`config.mk`:
```
export PLATFORM = sky130hd
export DESIGN_NAME = leaf_renderer_flat
export DESIGN_NICKNAME = d
export VERILOG_FILES = /design/src/rtl/leaf_renderer_pkg.sv /design/src/rtl/leaf_renderer_if.sv /design/src/rtl/leaf_sprite_rom.sv /design/src/rtl/leaf_renderer.sv /design/src/flat_wrapper.sv
export SDC_FILE = /design/constraint.sdc
export NUM_CORES = 1
export LEC_CHECK = 0
export CAP_MARGIN = 20
export CORE_MARGIN = 1
export CORE_UTILIZATION = 40
export CTS_BUF_LIST = sky130_fd_sc_hd__clkbuf_8
export CTS_CLUSTER_DIAMETER = 150
export DETAILED_ROUTE_END_ITERATION = 10
export HOLD_SLACK_MARGIN = 0.08
export PLACE_DENSITY = 0.74
export SKIP_LAST_GASP = 1
export SLEW_MARGIN = 10
export SYNTH_ARGS = -nofsm -noshare
export SYNTH_HDL_FRONTEND = slang
export SYNTH_SLANG_ARGS = --single-unit
export TNS_END_PERCENT = 30
```
`constraint.sdc`:
```
create_clock -name clk -period 4.1 [get_ports clk]
set_clock_uncertainty 0.1 [all_clocks]
set_input_delay 0.82 -clock clk [delete_from_list [all_inputs] [get_ports clk]]
set_output_delay 0.82 -clock clk [all_outputs]
set_load 0.05 [all_outputs]
```
`src/rtl/leaf_renderer_pkg.sv`:
```
// rtl/leaf_renderer_pkg.sv - shared display constants, colour type and leaf palette
// Purpose: constants shared by the VGA timing stage and the leaf renderer.
// Ports: none (package).
package leaf_renderer_pkg;

  localparam int H_ACTIVE   = 800;
  localparam int V_ACTIVE   = 600;
  localparam int SPRITE_DIM = 16;
  localparam int X_W        = 11;
  localparam int Y_W        = 10;

  typedef logic [5:0] color_t;
  typedef logic [1:0] texel_t;

  localparam color_t COLOR_BLACK    = 6'b000000;
  localparam color_t PAL_DARK_GREEN = 6'b001000;
  localparam color_t PAL_LEAF_GREEN = 6'b011100;
  localparam color_t PAL_STEM_BROWN = 6'b101000;

  localparam texel_t TEXEL_CLEAR = 2'd0;

  typedef struct packed {
    logic [X_W-1:0] x;
    logic [Y_W-1:0] y;
    logic           flip;
  } sprite_pos_t;

  // Code 0 is transparent and never reaches this lookup in practice.
  function automatic color_t palette(input texel_t code);
    case (code)
      2'd1:    palette = PAL_DARK_GREEN;
      2'd2:    palette = PAL_LEAF_GREEN;
      2'd3:    palette = PAL_STEM_BROWN;
      default: palette = COLOR_BLACK;
    endcase
  endfunction

endpackage

```
`src/rtl/leaf_renderer_if.sv`:
```
// rtl/leaf_renderer_if.sv - sprite position request channel
// Purpose: valid/ready channel carrying a requested sprite position.
// Signals: pos_x, pos_y, pos_flip, pos_valid (game logic -> renderer),
//          pos_ready (renderer -> game logic).
interface leaf_renderer_if;
  import leaf_renderer_pkg::*;

  logic [X_W-1:0] pos_x;
  logic [Y_W-1:0] pos_y;
  logic           pos_flip;
  logic           pos_valid;
  logic           pos_ready;

  modport master (output pos_x, pos_y, pos_flip, pos_valid, input pos_ready);
  modport slave  (input pos_x, pos_y, pos_flip, pos_valid, output pos_ready);
endinterface

```
`src/rtl/leaf_sprite_rom.sv`:
```
// rtl/leaf_sprite_rom.sv - combinational 16x16 2-bit leaf bitmap
// Purpose: fixed texel lookup for the leaf sprite.
// Ports: ty_i[3:0] row, tx_i[3:0] column in, code_o[1:0] texel code out.
module leaf_sprite_rom
  import leaf_renderer_pkg::*;
(
  input  logic [3:0] ty_i,
  input  logic [3:0] tx_i,
  output texel_t     code_o
);

  logic [31:0] row;

  // Each row packs 16 texels, column 0 in the two most significant bits.
  always_comb begin
    row = '0;
    case (ty_i)
      4'd0:  row = 32'h001F_A400;
      4'd1:  row = 32'h006B_F900;
      4'd2:  row = 32'h01AA_EA40;
      4'd3:  row = 32'h06AA_EA90;
      4'd4:  row = 32'h1AA6_EAA4;
      4'd5:  row = 32'h6A9A_E6A9;
      4'd6:  row = 32'h6A6A_E9A9;
      4'd7:  row = 32'h69AA_EA69;
      4'd8:  row = 32'h66AA_EA99;
      4'd9:  row = 32'h1AAA_EAA4;
      4'd10: row = 32'h06AA_EA90;
      4'd11: row = 32'h01AA_EA40;
      4'd12: row = 32'h006A_E900;
      4'd13: row = 32'h001A_E400;
      4'd14: row = 32'h0003_C000;
      4'd15: row = 32'h0000_F000;
    endcase
  end

  // Column tx sits 2*(15-tx) bits above the LSB; 15-tx is simply ~tx.
  assign code_o = texel_t'(row >> {~tx_i, 1'b0});

endmodule

```
`src/rtl/leaf_renderer.sv`:
```
// rtl/leaf_renderer.sv - leaf sprite compositor over a background colour
// Purpose: returns the RRGGBB pixel for the look-ahead coordinate one clock
//          later; sprite position updates commit only at the frame boundary.
// Ports: clk, rst (async active-low), en, nextH, nextV, nextActive, bg_color in;
//        pos (position request channel, slave side);
//        pixel (registered RRGGBB), frame_tick (one-cycle pulse) out.
module leaf_renderer
  import leaf_renderer_pkg::*;
#(
  parameter int unsigned SCALE_SHIFT = 1
) (
  input  logic           clk,
  input  logic           rst,
  input  logic           en,
  input  logic [X_W-1:0] nextH,
  input  logic [Y_W-1:0] nextV,
  input  logic           nextActive,
  input  color_t         bg_color,
  leaf_renderer_if.slave pos,
  output color_t         pixel,
  output logic           frame_tick
);

  localparam int unsigned SPAN = SPRITE_DIM << SCALE_SHIFT;

  sprite_pos_t    live_q, live_d;
  sprite_pos_t    pend_q, pend_d;
  logic           pend_full_q, pend_full_d;
  color_t         pixel_q, pixel_d;
  logic           frame_tick_q;

  logic           accept;
  logic           boundary;
  logic           hit;
  logic [X_W-1:0] dx;
  logic [Y_W-1:0] dy;
  logic [3:0]     tx_raw, tx, ty;
  texel_t         code;

  assign pos.pos_ready = !pend_full_q;
  assign accept        = pos.pos_valid && !pend_full_q;
  assign boundary      = (nextV == Y_W'(V_ACTIVE)) && (nextH == '0);

  // Accept and commit never coincide: accept needs an empty slot, commit a full one.
  always_comb begin
    live_d      = live_q;
    pend_d      = pend_q;
    pend_full_d = pend_full_q;
    if (boundary && pend_full_q) begin
      live_d      = pend_q;
      pend_full_d = 1'b0;
    end
    if (accept) begin
      pend_d.x    = pos.pos_x;
      pend_d.y    = pos.pos_y;
      pend_d.flip = pos.pos_flip;
      pend_full_d = 1'b1;
    end
  end

  // The >= terms stop modular wrap of dx/dy from drawing on the opposite edge.
  assign dx  = nextH - live_q.x;
  assign dy  = nextV - live_q.y;
  assign hit = nextActive && (nextH >= live_q.x) && (nextV >= live_q.y) &&
               (dx < X_W'(SPAN)) && (dy < Y_W'(SPAN));

  assign tx_raw = 4'(dx >> SCALE_SHIFT);
  assign ty     = 4'(dy >> SCALE_SHIFT);
  assign tx     = live_q.flip ? ~tx_raw : tx_raw;

  leaf_sprite_rom u_rom (
    .ty_i   (ty),
    .tx_i   (tx),
    .code_o (code)
  );

  always_comb begin
    pixel_d = bg_color;
    if (!en || !nextActive) begin
      pixel_d = COLOR_BLACK;
    end else if (hit && (code != TEXEL_CLEAR)) begin
      pixel_d = palette(code);
    end
  end

  always_ff @(posedge clk or negedge rst) begin
    if (!rst) begin
      live_q       <= '0;
      pend_q       <= '0;
      pend_full_q  <= 1'b0;
      pixel_q      <= COLOR_BLACK;
      frame_tick_q <= 1'b0;
    end else begin
      live_q       <= live_d;
      pend_q       <= pend_d;
      pend_full_q  <= pend_full_d;
      pixel_q      <= pixel_d;
      frame_tick_q <= boundary;
    end
  end

  assign pixel      = pixel_q;
  assign frame_tick = frame_tick_q;

endmodule

```
`src/flat_wrapper.sv`:
```
// flat-port wrapper written by rule: the top's interface ports become plain ports
module leaf_renderer_flat import leaf_renderer_pkg::*;
#(
  parameter int unsigned SCALE_SHIFT = 1
)
  (clk, rst, en, nextH, nextV, nextActive, bg_color, pixel, frame_tick, pos_pos_x, pos_pos_y, pos_pos_flip, pos_pos_valid, pos_pos_ready);
  leaf_renderer_if pos_i ();
  input  logic clk;
  input  logic rst;
  input  logic en;
  input  logic [X_W-1:0] nextH;
  input  logic [Y_W-1:0] nextV;
  input  logic nextActive;
  input  color_t bg_color;
  output color_t pixel;
  output logic frame_tick;
  input wire logic [$bits(pos_i.pos_x)-1:0] pos_pos_x;
  input wire logic [$bits(pos_i.pos_y)-1:0] pos_pos_y;
  input wire logic [$bits(pos_i.pos_flip)-1:0] pos_pos_flip;
  input wire logic [$bits(pos_i.pos_valid)-1:0] pos_pos_valid;
  output wire logic [$bits(pos_i.pos_ready)-1:0] pos_pos_ready;
  assign pos_i.pos_x = pos_pos_x;
  assign pos_i.pos_y = pos_pos_y;
  assign pos_i.pos_flip = pos_pos_flip;
  assign pos_i.pos_valid = pos_pos_valid;
  assign pos_pos_ready = pos_i.pos_ready;
  leaf_renderer #(.SCALE_SHIFT(SCALE_SHIFT)) u_core (.clk(clk), .rst(rst), .en(en), .nextH(nextH), .nextV(nextV), .nextActive(nextActive), .bg_color(bg_color), .pos(pos_i), .pixel(pixel), .frame_tick(frame_tick));
endmodule
```
# After elaboration in Yosys (flattened, before gate mapping)

Memory sizes are Yosys's and may differ from the RTL's.
Index checks and enable logic that the tools add are counted.

Equal/unequal tests: 4
Reductions and logical operators: 15
Add/sub/neg operators: 2
Bitwise gates (word level): 2
Shifts and indexed selects: 1
Magnitude comparators: 4
Muxes and demuxes: 6

Operator list:

| kind                                                                  | count |
|---|---|
| 32-bit by 5-bit right shift with 2-bit output                         | 1 |
| 6-bit case mux with 3 select lines                                    | 1 |
| 6-bit two-way mux                                                     | 2 |
| 11-bit greater-or-equal comparator                                    | 1 |
| 11-bit zero test                                                      | 1 |
| 11-bit by 6-bit < comparator with 1-bit output, second input constant | 1 |
| 11-bit subtractor                                                     | 1 |
| 10-bit == test, second input constant                                 | 1 |
| 10-bit greater-or-equal comparator                                    | 1 |
| 10-bit by 6-bit < comparator with 1-bit output, second input constant | 1 |
| 10-bit subtractor                                                     | 1 |
| 1-bit logical AND                                                     | 8 |
| 4-bit NOT                                                             | 2 |
| 2-bit == test, second input constant                                  | 2 |
| 4-bit two-way mux                                                     | 1 |
| 2-bit nonzero test                                                    | 2 |
| 1-bit zero test                                                       | 3 |
| 2-bit by 1-bit == test with 1-bit output, second input constant       | 1 |
| 1-bit two-way mux                                                     | 2 |
| 1-bit logical OR                                                      | 1 |

Bits of input ports: 54
Word-level logic and storage cells: 44
Register bits: 52
Memory bits (read-only): 464
Memories: 1
Output and inout bits: 8

Memories:

| memory           | depth | bits a word | read ports | clocked after memory_dff | write ports | line                  | source |
|---|---|---|---|---|---|---|---|
| (name not given) | 16    | 29          | 1          | 0                        | 0           | leaf_sprite_rom.sv:17 | `case (ty_i)` |

# Depth between registers and ports, before layout

Gate-level depths: netlist (run 1).

Depth in word-level cells: 9
Gate-level depth with buffers: 15
Depth with buffers taken out: 13

# Modules after synthesis

A second synthesis (run 1) with hierarchy kept.

Cell total of the unflattened synthesis: 427
Area, all modules: 3852.4 um2

Modules (own cells, without submodules):

| module          | sequential area each (um2) | area an instance (um2) | times used | cells an instance |
|---|---|---|---|---|
| leaf_renderer   | 1301.2                     | 3138.0                 | 1          | 315 |
| leaf_sprite_rom | 0.0                        | 714.4                  | 1          | 112 |

# Worst setup path before layout (run 1)

Ideal clock, no wire load.

Path type: input to register
From: in nextH[0]
To: reg u_core.pixel_q[2], in the netlist u_core.pixel[2]
Setup slack: 505 ps
Arrival: 3376 ps
Buffers on the path: 0
Required time: 3881 ps
Setup time: 119 ps
Stages on the path: 13
Path through: inv_1 -> ha_1 -> inv_1 -> fa_1 -> nor2b_1 -> nor2_1 -> nor2_1 -> o41ai_1 -> a21oi_1 -> a2111oi_2 -> o221ai_2 -> nand3_2 -> o21ba_1

Cells in the longest elaborated chain, start to end: 9
Elaborated cells on any way between the ends: 19
Those cells by class: add/sub: 1; order compare: 2; eq/ne: 3; shift: 1; mux: 4; bitwise: 2; reduce/logical: 6

RTL lines:

| item                                                                           | line                                         | source |
|---|---|---|
| from (decl)                                                                    | flat_wrapper.sv:11                           | `input logic [X_W-1:0] nextH;` |
| 11-bit subtractor                                                              | leaf_renderer.sv:62                          | `assign dx = nextH - live_q.x;` |
| 4-bit NOT                                                                      | leaf_renderer.sv:69                          | `assign tx = live_q.flip ? ~tx_raw : tx_raw;` |
| 4-bit two-way mux                                                              | leaf_renderer.sv:69                          |  |
| 4-bit NOT                                                                      | leaf_sprite_rom.sv:38                        | `assign code_o = texel_t'(row >> {~tx_i, 1'b0});` |
| 32-bit by 5-bit right shift with 2-bit output                                  | leaf_sprite_rom.sv:38                        |  |
| 2-bit == test, or another cell as far along                                    | leaf_renderer_pkg.sv:30                      | `case (code)` |
| 6-bit case mux with 3 select lines / 1-bit logical AND (equally long branches) | leaf_renderer_pkg.sv:30, leaf_renderer.sv:81 |  |
| 6-bit two-way mux (*)                                                          | leaf_renderer.sv:81                          | `end else if (hit && (code != TEXEL_CLEAR)) begin` |
| 6-bit two-way mux (*)                                                          | leaf_renderer.sv:79                          | `if (!en \|\| !nextActive) begin` |
| net u_core.pixel_d[2]                                                          | leaf_renderer.sv:29                          | `color_t pixel_q, pixel_d;` |
| to (signal assigned)                                                           | leaf_renderer.sv:97                          | `pixel_q <= pixel_d;` |
| to (decl)                                                                      | leaf_renderer.sv:29                          |  |

Mark *: on every way through the listed nets, which the timed path passes. The rest lies on a longest branch.
A chain may end at the register's enable or synchronous reset.

# Worst setup path after layout (run 1)

From: in nextV[0]
To: reg u_core.pixel_q[3], in the netlist u_core.pixel[3]

Cells in the longest elaborated chain, start to end: 7
Elaborated cells on any way between the ends: 16
Those cells by class: add/sub: 1; order compare: 2; eq/ne: 3; shift: 1; mux: 3; reduce/logical: 5; memory: 1

RTL lines:

| item                                                                                      | line                                         | source |
|---|---|---|
| from (decl)                                                                               | flat_wrapper.sv:12                           | `input logic [Y_W-1:0] nextV;` |
| 10-bit subtractor / 10-bit greater-or-equal comparator (equally long branches)            | leaf_renderer.sv:63, leaf_renderer.sv:64     |  |
| memory 16 x 29 bit / 1-bit logical AND (equally long branches)                            | n/a                                          |  |
| 32-bit by 5-bit right shift with 2-bit output / 1-bit logical AND (equally long branches) | leaf_sprite_rom.sv:38, leaf_renderer.sv:64   |  |
| 2-bit == test, or another cell as far along                                               | leaf_renderer_pkg.sv:30                      |  |
| 6-bit case mux with 3 select lines / 1-bit logical AND (equally long branches)            | leaf_renderer_pkg.sv:30, leaf_renderer.sv:81 |  |
| 6-bit two-way mux (*)                                                                     | leaf_renderer.sv:81                          |  |
| 6-bit two-way mux (*)                                                                     | leaf_renderer.sv:79                          |  |
| net u_core.pixel_d[3]                                                                     | leaf_renderer.sv:29                          |  |

Marked as above.

==> results.md, run 1 <==
- Outcome: finished clean
- Final setup fails: 0
- Routed vias: ~3900
- Synth area leaders: dfrtp_1, mux2_2, ha_1, o21ai_0, nand2_1
- Async set-reset flop share out of synthesis: 1.000
- Total Wirelength: 10.75 mm
- TritonCTS clock tree: done
- Root Buffer: clkbuf_8
- Clock network power share: 0.256
- Synthesized flop and latch total: 52
- CTS Hold Bufs: 0
- Netlist cell types: 78
- Starting density of the core: 0.4179
- Multi-input logic area: approximately 0.0026 mm²
- Total Neg Setup Slack: 0 ns
- # diodes: 0
- Antenna-violating nets left: 0
- Die Wd: roughly 100 µm
- Storage cell area: 0.001301 mm²
- Post-CTS Repair Setup Buffers: 0
- Syn nets: 543
- Final period util: 0.9547
- Drt pass-1 iters: 4
- EDFF count, synth: 0
- DRC: 0
- Filler cell count: about 940
- Max-cap check violation count: 0
- Synthesized instance count: roughly 470
- Netlist Area Pre-Place: roughly 0.0041 mm²
- Top-count cell post-synth: dfrtp_1
- Total track usage: 0.2045
- Data required, critical path: around 4.2 ns
- CTS max path bufs: 2
- Area Growth Syn to Fin: 29.43%
- P_int: roughly 860 µW
- CP Class: in -> reg
- Max Fanout on Critical Path: 7
- Peak Freq: approximately 260 MHz
- Core box area: between 0.009 and 0.01 mm²
- Vias in the first global route: roughly 4000
- Hold Vio Cnt, Final: 0
- Max H-tree Level: 2
- Initial antenna violation count: 0
- GP Congestion: 0.8700
- Flop pwr share: 0.444
- Crit end category: flip-flop
- GRT Residual Overflow: 0
- PostCTS Resize Cnt: 0
- Ratio of cells with drive above 1 in the final layout: 0.2049
- Nets: about 640
- Synth top area share: 0.3142
- Clk Latency, worst-skew pair: slightly above 0.3 ns
- RSZ-0062 raised after global routing: false
- Switching Fraction: 0.3130
- Comb pwr share: 0.300
- Lkg Pwr: roughly 0.0023 µW
- Clock Sink Count: 52
- Cts bufs inserted: 5
- Die Y: ~100 µm
- Hold WC Path Type: reg -> reg
- CP startpoint kind: primary input
- DIE AREA: 0.01077 mm²
- Floorplan row count: 36
- Main synth FF type: dfrtp_1
- Dpl hpwl: between 8 and 9 mm
- WHS: 0.3870 ns
- PwrDens: roughly 230 mW/mm²
- Largest net degree at the start of global routing: 53
- Slew HR: 0.5737
- Net load switching power: around 390 µW
- Most numerous cell types in the synthesized netlist: dfrtp_1, nand2_1, o21ai_0
- Buffers on Ports: 61
- Slew of the pin with the lowest slew margin: ~0.64 ns
- IO Count: 62
- Final Util: 0.5409
- Post-synthesis sequential area ratio: 0.3142
- Routed WL per cell: ~15 µm
- Fin crit period: roughly 3.9 ns
- Maximum VDD drop: between 0.2 and 0.25 mV
- Syn Area/Cell: about 9 µm²
- Yosys top cell by area: dfrtp_1
- Global-route wire length before repair: approximately 18 mm
- Worst-path clk slew: about 0.11 ns
- Worst EP arrival: about 4.0 ns
- DRT iter0 DRCs: 147
- Syn. warnings: 0
- Max-slew violation count: 0
- Via-per-instance ratio: around 5.6
## critical path, stage by stage
cell	delay, ns
clkdlybuf4s50_1	0.39
inv_1	0.08
ha_1	0.17
inv_1	0.06
fa_2	0.43
xor2_1	0.19
buf_4	0.17
buf_4	0.13
nor2_1	0.33
buf_4	0.19
nand4_1	0.10
a21o_1	0.22
o211a_1	0.15
o221ai_2	0.21
nand3_1	0.16
o21ba_1	0.19
## registers in the layout, summed over array words and instances (netlist names)
name / flops
u_core.live_q: 22
u_core.pend_q: 22
u_core.pixel: 6
u_core.frame_tick: 1
u_core.pend_full_q: 1
## layer usage
layer / up-vias / track usage / wire length [µm] / part of all wire
li1: 1910 / - / - / -
met1: 1891 / 0.2585 / 4746 / 0.44
met2: 119 / 0.3663 / 5293 / 0.49
met3: 28 / 0.01825 / 425 / 0.040
met4: 0 / 0.06735 / 280 / 0.026
met5: - / 0 / 0 / 0
## kinds of logic (layout without fill, tap and decap cells)
kind of cell	Yosys count	in the layout	synth area share
AO/OA/AOI/OAI	136	136	0.2369
XOR/XNOR	21	21	0.05257
adder cells (fa/ha/maj)	23	23	0.07311
buffers and inverters	55	155	0.05831
flip-flops	52	52	0.3142
multiplexers	30	30	0.07976
AND/OR/NAND/NOR	149	149	0.1852
## power groups by stage
stage	Combinational (µW)	Sequential, µW	Clock [µW]
floorplan	195	568	0
global placement	361	563	0
detailed placement	365	564	0
CTS	367	554	329
global route	406	557	344
finish	374	553	318
## cell type report
class / instances / share of cell area
clock buffers: 5 / 0.01284
clock inverters: 3 / 0.006303
inverters: 33 / 0.02311
multi-input cells: 359 / 0.4939
flip-flops and latches: 52 / 0.2428
well taps: 133 / 0.03105
repair buffers: 114 / 0.1900
## metrics by stage
step                setup WS (ns)  cells  cell area (µm²)  power (µW)
floorplan                  0.5048    466             4141       763.0
global placement          -0.2210    691             5215       924.0
detailed placement        -0.2268    691             5215       929.0
CTS                       0.07170    699             5318        1249
global route              0.02381    699             5360        1307
finish                     0.1858    699             5360        1246
## worst paths after layout
check / from / to / slack (ns) / cells after the start
worst max-delay path: nextV[0] / u_core.pixel[3] / 0.19 / 16
worst min-delay path: u_core.pend_q[5] / u_core.live_q[5] / 0.39 / 2
worst max register to register: u_core.live_q[1] / u_core.pixel[3] / 0.78 / 14
worst min register to register: u_core.pend_q[5] / u_core.live_q[5] / 0.39 / 2
max in group asynchronous: rst / u_core.pend_q[9] / 3.05 / 1
min in group asynchronous: rst / u_core.pend_q[18] / 0.43 / 1
## cells in the final DEF, fill, tap and decap left out, types with 3 or more instances in the layout
cell              n
mux2_2           24
xnor2_2           3
a31oi_1           6
nand3_1          20
o21ai_0          37
clkbuf_8          5
nand2b_1          9
o211ai_1          7
o2111ai_1         3
a211oi_1          4
o21a_1            3
inv_1            33
buf_4            53
nand2_1          45
nor3_1           14
ha_1             21
nor4_1            4
o2111a_1          3
o21ba_1           3
clkdlybuf4s50_1  60
nand4_1           7
xnor2_1           8
mux2i_1           6
xor2_1            9
dfrtp_1          52
a21o_1            3
a21oi_1          26
nor2b_1           5
o221ai_1          4
nor2_1           24
Power figures use the tool's default switching activity.
==> inputs of run 2 (changes only) <==
SLEW_MARGIN = default   (was 10)
==> run 2 against run 1 <==
Maximum frequency about the same. Critical path depth unchanged. First-iteration DRC count grew 11%. Die area unchanged. Cell area is 0.33% higher. Sequential power about the same. Wire length increased by 0.18%. Non-clock buffer count increased by 1. Worst setup slack about the same. Largest cell class unchanged. Largest power group unchanged.
==> results.md, run 2 (synthesis gave the netlist of run 1 again) <==
- Outcome: finished clean
- Worst-path clk slew: 0.10 ns (about the same)
- Post-route cell area: 0.005378 mm² (+0.33%)
- Most frequent cells in the layout: clkdlybuf4s50_1, buf_4, dfrtp_1, nand2_1, o21ai_0
- Lkg Pwr: 0.002299 µW (+0.37%)
- Via-per-instance ratio: 5.636 (-0.22%)
- Core box area: 0.009910 mm² (unchanged)
- Global-route wire length before repair: 18.36 mm (unchanged)
- Final setup fails: 0 (unchanged)
- TritonCTS clock tree: done
- CTS Hold Bufs: 0 (unchanged)
- Commonest non-fill, non-tap cell in the layout: clkdlybuf4s50_1
- R2R depth: 14 (unchanged)
- Clock Sink Count: 52 (unchanged)
- Hold Vio Cnt, Final: 0 (unchanged)
- CP startpoint kind: primary input
- Cts bufs inserted: 5 (unchanged)
- Multi-input logic area: 0.002648 mm² (unchanged)
- DRC: 0 (unchanged)
- Clk Latency, worst-skew pair: 0.31 ns (about the same)
- Initial antenna violation count: 0 (unchanged)
- Antenna-violating nets left: 0 (unchanged)
- Max-cap check violation count: 0 (unchanged)
- Vias in the first global route: 3975 (unchanged)
- GRT Residual Overflow: 0 (unchanged)
- Area Growth Syn to Fin: 29.85%
- Starting density of the core: 0.4179 (unchanged)
- Final period util: 0.9546 (about the same)
- Peak Freq: 255.5 MHz (about the same)
- Total track usage: 0.2045 (unchanged)
- Die Y: 103.8 µm (unchanged)
- Floorplan row count: 36 (unchanged)
- Die Wd: 103.8 µm (unchanged)
- Nets: 643 (+0.16%)
- GP Congestion: 0.8700 (unchanged)
- IO Count: 62 (unchanged)
- Routed vias: 3945 (-0.076%)
- WHS: 0.3290 ns (-0.05809 ns)
- Root Buffer: clkbuf_8
- Dpl cell area: 0.005215 mm² (unchanged)
- PwrDens: 232.0 mW/mm² (-0.18%)
- Worst EP arrival: 4.02 ns (about the same)
- Largest net degree at the start of global routing: 53 (unchanged)
- Slew of the pin with the lowest slew margin: 0.4977 ns (-0.1416 ns)
- # diodes: 0 (unchanged)
- Hold WC Path Type: in -> async
- CP Class: in -> reg
- Routed WL per cell: 15.38 µm (about the same)
- Buffers on Ports: 61 (unchanged)
- Dpl hpwl: 8.686 mm (unchanged)
- CTS max path bufs: 2 (unchanged)
- Fin crit period: 3.914 ns (-0.0002910 ns)
- Worst reg2reg setup slack: 0.78 ns (about the same)
- PostCTS Resize Cnt: 0 (unchanged)
- R2r startpoint: u_core.live_q[1]
- Ratio of cells with drive above 1 in the final layout: 0.2063 (+0.001402)
- Reg-to-Reg End: u_core.pixel[3]
- Max-slew violation count: 0 (unchanged)
- Storage cell area: 0.001301 mm² (unchanged)
- CP Launch Point: nextV[0]
- RSZ-0062 raised after global routing: false
- Total Wirelength: 10.76 mm (+0.18%)
- Maximum VDD drop: 0.2091 mV (-0.32%)
- Drt pass-1 iters: 4 (unchanged)
- Filler cell count: 935 (-0.32%)
- Max Fanout on Critical Path: 7 (unchanged)
- DRT iter0 DRCs: 163 (+11%)
- Crit end category: flip-flop
- Max H-tree Level: 2 (unchanged)
- Slew HR: 0.6671 (+0.09339)
- Post-CTS Repair Setup Buffers: 0 (unchanged)
- DIE AREA: 0.01077 mm² (unchanged)
- Data required, critical path: 4.20 ns (about the same)
## run 2: power breakdown
part           internal (µW)  total, µW  switching (µW)  leakage, µW
Sequential               540        554            13.8     0.000579
Combinational            189        376             188      0.00167
Clock                    129        318             189    0.0000515
## run 2: worst max-delay path by stage
| stage | to | slack (ns) |
|---|---|---|
| global route | u_core.pixel[5] | 0.02 |
| detailed placement | u_core.pixel[2] | -0.23 |
| global placement | u_core.pixel[2] | -0.22 |
| CTS | u_core.pixel[2] | 0.07 |
| floorplan | u_core.pixel[2] | 0.50 |
| finish | u_core.pixel[3] | 0.19 |
## run 2: layout make-up
| type | count | area share |
|---|---|---|
| clock inverter | 3 | 0.006282 |
| clock buffer | 5 | 0.01280 |
| timing repair buffer | 115 | 0.1926 |
| inverter | 33 | 0.02303 |
| tap | 133 | 0.03094 |
| sequential | 52 | 0.2420 |
| multi-input combinational | 359 | 0.4923 |
## run 2: per-stage QoR
step,total power [µW],TNS (ns),util,setup WS [ns],std cells
finish,1248,0,0.5427,0.1861,700
floorplan,763.0,0,-,0.5048,466
detailed placement,929.0,-1.087,0.5263,-0.2268,691
CTS,1249,0,0.5366,0.07170,699
global route,1310,0,0.5427,0.02381,700
global placement,924.0,-1.049,0.5263,-0.2210,691
## run 2: metal layers
metal  vias up  share of wire  track usage
met5         -              0            0
met4         0          0.026      0.06735
met3        27          0.040      0.01825
met2       119           0.49       0.3663
met1      1885           0.44       0.2585
li1       1914              -            -
## run 2: critical path, stage by stage
cell             delay (ns)
clkdlybuf4s50_1        0.39
inv_1                  0.08
ha_1                   0.17
inv_1                  0.06
fa_2                   0.43
xor2_1                 0.19
buf_4                  0.17
buf_4                  0.13
nor2_1                 0.34
buf_4                  0.20
nand4_1                0.10
a21o_1                 0.22
o211a_1                0.15
o221ai_2               0.21
nand3_1                0.16
o21ba_1                0.19
